File: src/rtl/fetch_unit.sv
// ---------------------------------------------------------------------------
// fetch_unit
//   Instruction fetch stage feeding the control unit. Owns the PC, fetches
//   one word at a time from instruction memory over a req/ack handshake,
//   latches it into the instruction register (IR) and offers its split
//   fields to decode/execute with a valid/ready handshake. The control
//   unit's jump decision is applied on the cycle the IR is consumed.
//
//   Optional feature macro: FETCH_HALT_EN
//     defined   : consuming an instruction whose opcode equals HALT_OPC
//                 parks the unit in S_HALT (halted=1) until rst.
//     undefined : HALT_OPC is fetched like any other opcode; halted=0.
//
// Ports
//   clk, rst          clock (rising edge), synchronous active-high reset
//   imem_req   (o)    fetch request valid, held until imem_ack
//   imem_addr  (o)    fetch address, always equal to the PC
//   imem_ack   (i)    imem_rdata is valid this cycle (used in S_REQ only)
//   imem_rdata (i)    instruction word
//   ir_valid   (o)    IR holds an unconsumed instruction
//   ir_ready   (i)    downstream consumes the IR this cycle
//   ir_opcode/ir_ra/ir_rb/ir_imm (o)  IR fields
//   jmp_sel    (i)    jump taken for the current IR
//   jmp_target (i)    jump destination
//   halted     (o)    fetch stopped (FETCH_HALT_EN only)
//
//   Every output is a register or a decode of the state register, so there
//   is no combinational path from ir_ready/jmp_sel/imem_ack to an output.
// ---------------------------------------------------------------------------
module fetch_unit #(
  parameter int unsigned PC_W     = 5,
  parameter int unsigned REG_AW   = 2,
  parameter int unsigned IMM_W    = 5,
  parameter logic [3:0]  HALT_OPC = 4'b1111,
  localparam int unsigned INSTR_W = 4 + 2*REG_AW + IMM_W
) (
  input  logic               clk,
  input  logic               rst,
  output logic               imem_req,
  output logic [PC_W-1:0]    imem_addr,
  input  logic               imem_ack,
  input  logic [INSTR_W-1:0] imem_rdata,
  output logic               ir_valid,
  input  logic               ir_ready,
  output logic [3:0]         ir_opcode,
  output logic [REG_AW-1:0]  ir_ra,
  output logic [REG_AW-1:0]  ir_rb,
  output logic [IMM_W-1:0]   ir_imm,
  input  logic               jmp_sel,
  input  logic [PC_W-1:0]    jmp_target,
  output logic               halted
);

`ifdef FETCH_HALT_EN
  typedef enum logic [1:0] {
    S_IDLE = 2'd0,
    S_REQ  = 2'd1,
    S_HOLD = 2'd2,
    S_HALT = 2'd3
  } state_e;
`else
  typedef enum logic [1:0] {
    S_IDLE = 2'd0,
    S_REQ  = 2'd1,
    S_HOLD = 2'd2
  } state_e;
`endif

  state_e             state_q, state_d;
  logic [PC_W-1:0]    pc_q, pc_d;
  logic [INSTR_W-1:0] ir_q, ir_d;
  logic               halt_hit;

  // IR field split: opcode on top, then ra, rb, immediate at the bottom.
  assign ir_opcode = ir_q[INSTR_W-1 -: 4];
  assign ir_ra     = ir_q[INSTR_W-5 -: REG_AW];
  assign ir_rb     = ir_q[INSTR_W-5-REG_AW -: REG_AW];
  assign ir_imm    = ir_q[IMM_W-1:0];

`ifdef FETCH_HALT_EN
  assign halt_hit = (ir_opcode == HALT_OPC);
  assign halted   = (state_q == S_HALT);
`else
  logic unused_halt_opc;
  assign unused_halt_opc = ^HALT_OPC;
  assign halt_hit        = 1'b0;
  assign halted          = 1'b0;
`endif

  assign imem_req  = (state_q == S_REQ);
  assign imem_addr = pc_q;
  assign ir_valid  = (state_q == S_HOLD);

  always_ff @(posedge clk) begin
    if (rst) begin
      state_q <= S_IDLE;
      pc_q    <= '0;
      ir_q    <= '0;
    end else begin
      state_q <= state_d;
      pc_q    <= pc_d;
      ir_q    <= ir_d;
    end
  end

  always_comb begin
    state_d = state_q;
    pc_d    = pc_q;
    ir_d    = ir_q;
    unique case (state_q)
      S_IDLE: state_d = S_REQ;
      S_REQ: begin
        if (imem_ack) begin
          ir_d    = imem_rdata;
          pc_d    = pc_q + PC_W'(1);
          state_d = S_HOLD;
        end
      end
      S_HOLD: begin
        if (ir_ready) begin
          // A halt instruction wins over any jump decision on the same cycle.
          if (halt_hit) begin
`ifdef FETCH_HALT_EN
            state_d = S_HALT;
`else
            state_d = S_REQ;
`endif
          end else begin
            state_d = S_REQ;
            if (jmp_sel) pc_d = jmp_target;
          end
        end
      end
`ifdef FETCH_HALT_EN
      S_HALT: state_d = S_HALT;
`endif
      default: state_d = S_IDLE;
    endcase
  end

endmodule

File: config.mk
export PLATFORM = sky130hd
export DESIGN_NAME = fetch_unit
export DESIGN_NICKNAME = d
export VERILOG_FILES = /design/src/rtl/fetch_unit.sv
export SDC_FILE = /design/constraint.sdc
export NUM_CORES = 1
export LEC_CHECK = 0
export CORE_UTILIZATION = 41
export CTS_BUF_LIST = sky130_fd_sc_hd__clkbuf_8
export DETAILED_ROUTE_END_ITERATION = 10
export PLACE_DENSITY = 0.81
export SETUP_SLACK_MARGIN = 0.02
export SLEW_MARGIN = 20
export SYNTH_ARGS = -nofsm -noshare
export SYNTH_HDL_FRONTEND = slang
export SYNTH_SLANG_ARGS = --single-unit
File: constraint.sdc
create_clock -name clk -period 1.6 [get_ports clk]
set_input_delay 0.24 -clock clk [delete_from_list [all_inputs] [get_ports clk]]
set_output_delay 0.24 -clock clk [all_outputs]
set_load 0.03 [all_outputs]
==> results.json, run 1 <==
{
  "worstHoldStart": "ir_q[12]",
  "swShare_pct": 25.7,
  "cts_tree": "yes",
  "clock-sinks": 20,
  "crit_type": "flop to primary output",
  "fmax_ghz": 0.651,
  "rows": 16,
  "drt-initial-drc-count": 10,
  "grt_antenna_before_repair": 0,
  "grt_start_max_net_pins": 14,
  "synthArstFlopShare_pct": 0,
  "cp.buffers_inverters": 1,
  "synth.avg_cell_area_um2": 8.27,
  "die-area_um2": 2370,
  "fin_skew_ns": 0.00228,
  "htree_levels": 1,
  "min_period_over_period_pct": 96.0,
  "coreArea_um2": 2000,
  "crit_path_end_kind": "primary output",
  "cts_buffers": 3,
  "synth_flop_cell": "dfxtp_1",
  "grt_usage_pct": 20.1,
  "syn_to_final_growth_pct": 57.0,
  "hold_ws_ns": 0.453,
  "antenna_left": 0,
  "rsz0062_at_grt": "false",
  "critPathMaxStageDelay_ns": 0.69,
  "ys_warn_count": 0,
  "ir_worst_vdd_uv": 787,
  "grt_pass1_wl_mm": 3.76,
  "clockBufferDepth": 2,
  "hold_class": "flop to flop",
  "setup_viol": 0,
  "fp.dieW_um": 48.7,
  "synth_cell_types": 34,
  "clk_pin_slew_worst_paths_ns": 0.07,
  "syn_area_um2": 893,
  "grt_overflow": 0,
  "cts_root_buffer": "clkbuf_8",
  "drt-total-wl_mm": 2.29,
  "vias_per_cell": 5.17,
  "routedWlPerCell_um": 12.7,
  "drc": 0,
  "yosysTopAreaCellShare_pct": 44.8,
  "slowest_stage": "clkdlybuf4s50_1",
  "drive_gt1_share_pct": 9.15,
  "final_common_cell": "clkdlybuf4s50_1",
  "insertion_delay_ns": 0.25,
  "most-common-layout-cells": "36 x clkdlybuf4s50_1, 29 x nand2_1, 20 x dfxtp_1, 13 x a21oi_1, 7 x buf_4",
  "worstReg2RegStart": "imem_addr[0]",
  "syn_nets": 132,
  "chipHeight_um": 48.7,
  "switching_power_mw": 0.299,
  "io-pin-count": 44,
  "p_leak_nw": 0.560,
  "p_per_area_nw_per_um2": 829,
  "period_needed_ns": 1.54,
  "crit_arrival_ns": 1.30,
  "combPwrFrac_pct": 21.6,
  "seqPwrFrac_pct": 46.1,
  "intPower_mw": 0.864,
  "routabilityCongestion": 0.843,
  "run_status": "finished, final reports clean",
  "cp_cell_sequence": "clkdlybuf4s50_1",
  "required_ns": 1.36,
  "fin_nets": 178,
  "synth-seq-cells": 20,
  "vias": 930,
  "setup_slack_ns": 0.0645,
  "place_ws_ns": 0.0329,
  "syn_inst": 108,
  "finalSetupTns_ns": 0,
  "yosysSeqAreaShare_pct": 44.8,
  "drv_slew": 0,
  "startpoint": "imem_addr[4]",
  "hpwlAfterDp_mm": 1.75,
  "synth_edf_count": 0,
  "start_util_pct": 44.6,
  "drtPass1Iterations": 4,
  "hold_violations": 0,
  "crit_path_start_kind": "flop",
  "antenna_cells": 0,
  "cp_top_family": "buffers and inverters",
  "grt_pass1_vias": 873,
  "port_buffers": 42,
  "synth_top_cell_by_area": "dfxtp_1",
  "synthTopCellsByArea": "dfxtp_1 45%, nand2_1 12%, a21oi_1 7.3%",
  "drv_cap": 0,
  "cp_max_fo": 3,
  "pwr-share-clk_pct": 32.3
}
## Yosys cell counts, types with 2 or more instances
master    instances
a21oi_1          13
a22oi_1           2
buf_2             2
clkbuf_1          3
dfxtp_1          20
inv_1             3
nand2_1          29
nand3_1           3
nand3b_1          2
nor2_1            2
nor2b_1           4
o31a_1            2
o32ai_1           2
## power groups by stage
stage | clock network, mW | logic (mW) | registers [mW]
after floorplan | 0 | 0.0882 | 0.588
final | 0.376 | 0.251 | 0.536
after detailed placement | 0 | 0.255 | 0.547
after global placement | 0 | 0.250 | 0.546
after CTS | 0.382 | 0.253 | 0.536
after global routing | 0.407 | 0.268 | 0.539
## cells by family (layout without fill, tap and decap cells)
logic type,count (synthesis),in the layout,synth area share (%)
fa+ha+maj,1,1,1.40
flops,20,20,44.8
buf+inv,11,56,6.16
simple gates,47,47,26.3
mux,1,1,1.26
other cells,1,1,0.420
compound gates,27,27,19.6
## flip-flops by register name, summed over array words and instances, names as in the netlist
register   cells
ir_q          13
imem_addr      5
state_q        2
## path summary, 6_finish.rpt
check | end | slack, ns | cells after the start
setup reg to reg | imem_addr[2] | 0.21 | 4
hold / removal | ir_q[12] | 0.45 | 2
hold reg to reg | ir_q[12] | 0.45 | 2
setup / recovery | imem_addr[4] | 0.06 | 1
## layout make-up
cell class                      count  area [µm²]
Inverter                            4        15.0
Multi-Input combinational cell     77         438
Fill cell                         178         599
Tap cell                           27        33.8
Clock buffer                        4        55.1
Timing Repair Buffer               48         460
Sequential cell                    20         400
## metrics by stage
step	instance area (µm²)	instances	utilization (%)	total power, mW
after CTS	1400	180	69.9	1.17
after floorplan	893	108	-	0.676
after global placement	1350	176	67.4	0.796
after global routing	1400	180	70.1	1.21
after detailed placement	1350	176	67.4	0.802
final	1400	180	70.1	1.16
## metal layers
metal / routed length [µm] / share of wire [%] / vias up / global-route usage [%]
met3: 106 / 4.6 / 2 / 3.77
met2: 1200 / 52 / 31 / 36.8
met5: 0 / 0 / - / 0
met4: 27 / 1.2 / 0 / 5.88
met1: 960 / 42 / 437 / 23.4
li1: - / - / 460 / -
## worst reg2reg max path, delay by kind of cell, from the launching register on
family,cells,cell delay (ns)
simple gates,1,0.14
flops,1,0.35
fa+ha+maj,1,0.25
compound gates,1,0.25
mux,1,0.29
## timing repair
item                                    CTS  global route
hold endpoints to repair                  0             0
endpoints found under the setup margin    4             1
gates resized for setup                   4             1
setup buffers                             0             0
hold buffers                              0             0
Note: power is estimated with default switching activity, not from simulation.
==> run 2: changes to the inputs <==
==> constraint.sdc (replaced) <==
create_clock -name clk -period 1.65 [get_ports clk]
set_input_delay 0.2475 -clock clk [delete_from_list [all_inputs] [get_ports clk]]
set_output_delay 0.2475 -clock clk [all_outputs]
set_load 0.03 [all_outputs]
==> results.json, run 2 (same netlist as run 1, synthesis figures left out) <==
{
  "run_status": "finished, final reports clean",
  "drc": 0,
  "grt_pass1_vias": 886,
  "reg2reg_depth": 4,
  "hold_class": "flop to flop",
  "required_ns": 1.40,
  "drt-initial-drc-count": 30,
  "multi_input_area_um2": 438,
  "drv_slew": 0,
  "syn_to_final_growth_pct": 59.4,
  "cts_buffers": 3,
  "io-pin-count": 44,
  "clock-sinks": 20,
  "clk_pin_slew_worst_paths_ns": 0.07,
  "regMostFlops": "ir_q",
  "drtPass1Iterations": 4,
  "period_needed_ns": 1.54,
  "r2r_slack_ns": 0.26,
  "rows": 16,
  "final_common_cell": "clkdlybuf4s50_1",
  "finalSetupTns_ns": 0,
  "fp.dieW_um": 48.7,
  "cp_max_fo": 2,
  "routabilityCongestion": 0.811,
  "antenna_left": 0,
  "vias": 903,
  "place_area_um2": 1360,
  "fin_nets": 179,
  "crit_path_end_kind": "primary output",
  "hpwlAfterDp_mm": 1.71,
  "grt_pass1_wl_mm": 4.00,
  "drive_gt1_share_pct": 9.74,
  "setup_viol": 0,
  "htree_levels": 1,
  "grt_usage_pct": 21.8,
  "critPathMaxStageDelay_ns": 0.68,
  "cp_cell_sequence": "clkdlybuf4s50_1",
  "grt_start_max_net_pins": 12,
  "antenna_cells": 0,
  "vias_per_cell": 4.99,
  "most-common-layout-cells": "36 x clkdlybuf4s50_1, 29 x nand2_1, 19 x dfxtp_1, 13 x a21oi_1, 7 x buf_4",
  "hold_violations": 0,
  "min_period_over_period_pct": 93.6,
  "seq_area_um2": 402,
  "fill_cells": 158,
  "grt_overflow": 0,
  "cp_top_family": "buffers and inverters",
  "crit_arrival_ns": 1.30,
  "drv_cap": 0,
  "final_area_um2": 1420,
  "routedWlPerCell_um": 12.8,
  "rsz0062_at_grt": "false",
  "p_leak_nw": 0.608,
  "insertion_delay_ns": 0.27,
  "ir_worst_vdd_uv": 708,
  "crit_path_start_kind": "flop",
  "drt-total-wl_mm": 2.31,
  "chipHeight_um": 48.7,
  "slowest_stage": "clkdlybuf4s50_1",
  "crit_type": "flop to primary output",
  "port_buffers": 42,
  "p_per_area_nw_per_um2": 801,
  "postCtsSetupBuffers": 0,
  "start_util_pct": 44.6,
  "hold_depth": 2,
  "grt_antenna_before_repair": 0,
  "die-area_um2": 2370,
  "fmax_ghz": 0.647,
  "cp.depth": 1,
  "cp.buffers_inverters": 1,
  "largest_reg_flops": 13,
  "coreArea_um2": 2000,
  "cts_tree": "yes",
  "final_util_pct": 71.1,
  "fin_skew_ns": 0.00636,
  "clockBufferDepth": 2,
  "cts_root_buffer": "clkbuf_8"
}
[run 2: cell types whose count changed in the layout (fill, tap and decap cells not counted), sizes merged]
cell          change
dlygate4sd2       -2
dlymetal6s2s      +3
[run 2: timing repair]
| item | CTS | global route |
|---|---|---|
| gates resized for setup | 2 | 5 |
| pin swaps | 0 | 0 |
| hold buffers | 0 | 0 |
| setup endpoints to repair | 2 | 5 |
[run 2: power by group]
part	total (mW)	switching, mW	internal [mW]
sequential	0.526	0.0201	0.506
combinational	0.239	0.117	0.122
clock	0.376	0.164	0.213
total	1.14	0.301	0.841
[run 2: worst paths after layout]
check | start | endpoint
setup reg to reg | imem_addr[0] | imem_addr[2]
setup / recovery | ir_q[7] | ir_ra[0]
hold reg to reg | ir_q[4] | ir_q[4]
hold / removal | ir_q[4] | ir_q[4]
[run 2: area by class of cell]
cell class	count	area share, %
repair buffers	49	33.7
multi-input cells	77	30.8
flip-flops and latches	20	28.2
clock buffers	4	3.87
well taps	27	2.37
inverters	4	1.05
[run 2: metal layers]
layer  vias up  wire [µm]  track usage (%)
li1        468          -                -
met1       404       1020             26.6
met2        29       1150             36.1
met3         2        108             5.66
met4         0         27             8.82
met5         -          0                0
[run 2: per-stage QoR]
stage	total power [mW]	hold slack (ns)	std cells	setup slack (ns)
global route	1.19	0.491	181	0.0491
detailed placement	0.777	0.450	177	0.0941
floorplan	0.656	0.384	108	0.201
CTS	1.15	0.460	181	0.0423
finish	1.14	0.457	181	0.105
global placement	0.773	0.443	177	0.114
==> run 3: changes to the inputs <==
--- a/config.mk
+++ b/config.mk
@@ -5,6 +5,7 @@
 export SDC_FILE = /design/constraint.sdc
 export NUM_CORES = 1
 export LEC_CHECK = 0
+export CAP_MARGIN = 5
 export CORE_UTILIZATION = 41
 export CTS_BUF_LIST = sky130_fd_sc_hd__clkbuf_8
 export DETAILED_ROUTE_END_ITERATION = 10
==> results of run 3 <==
The final DEF is identical to that of run 2; final timing and power are the same.
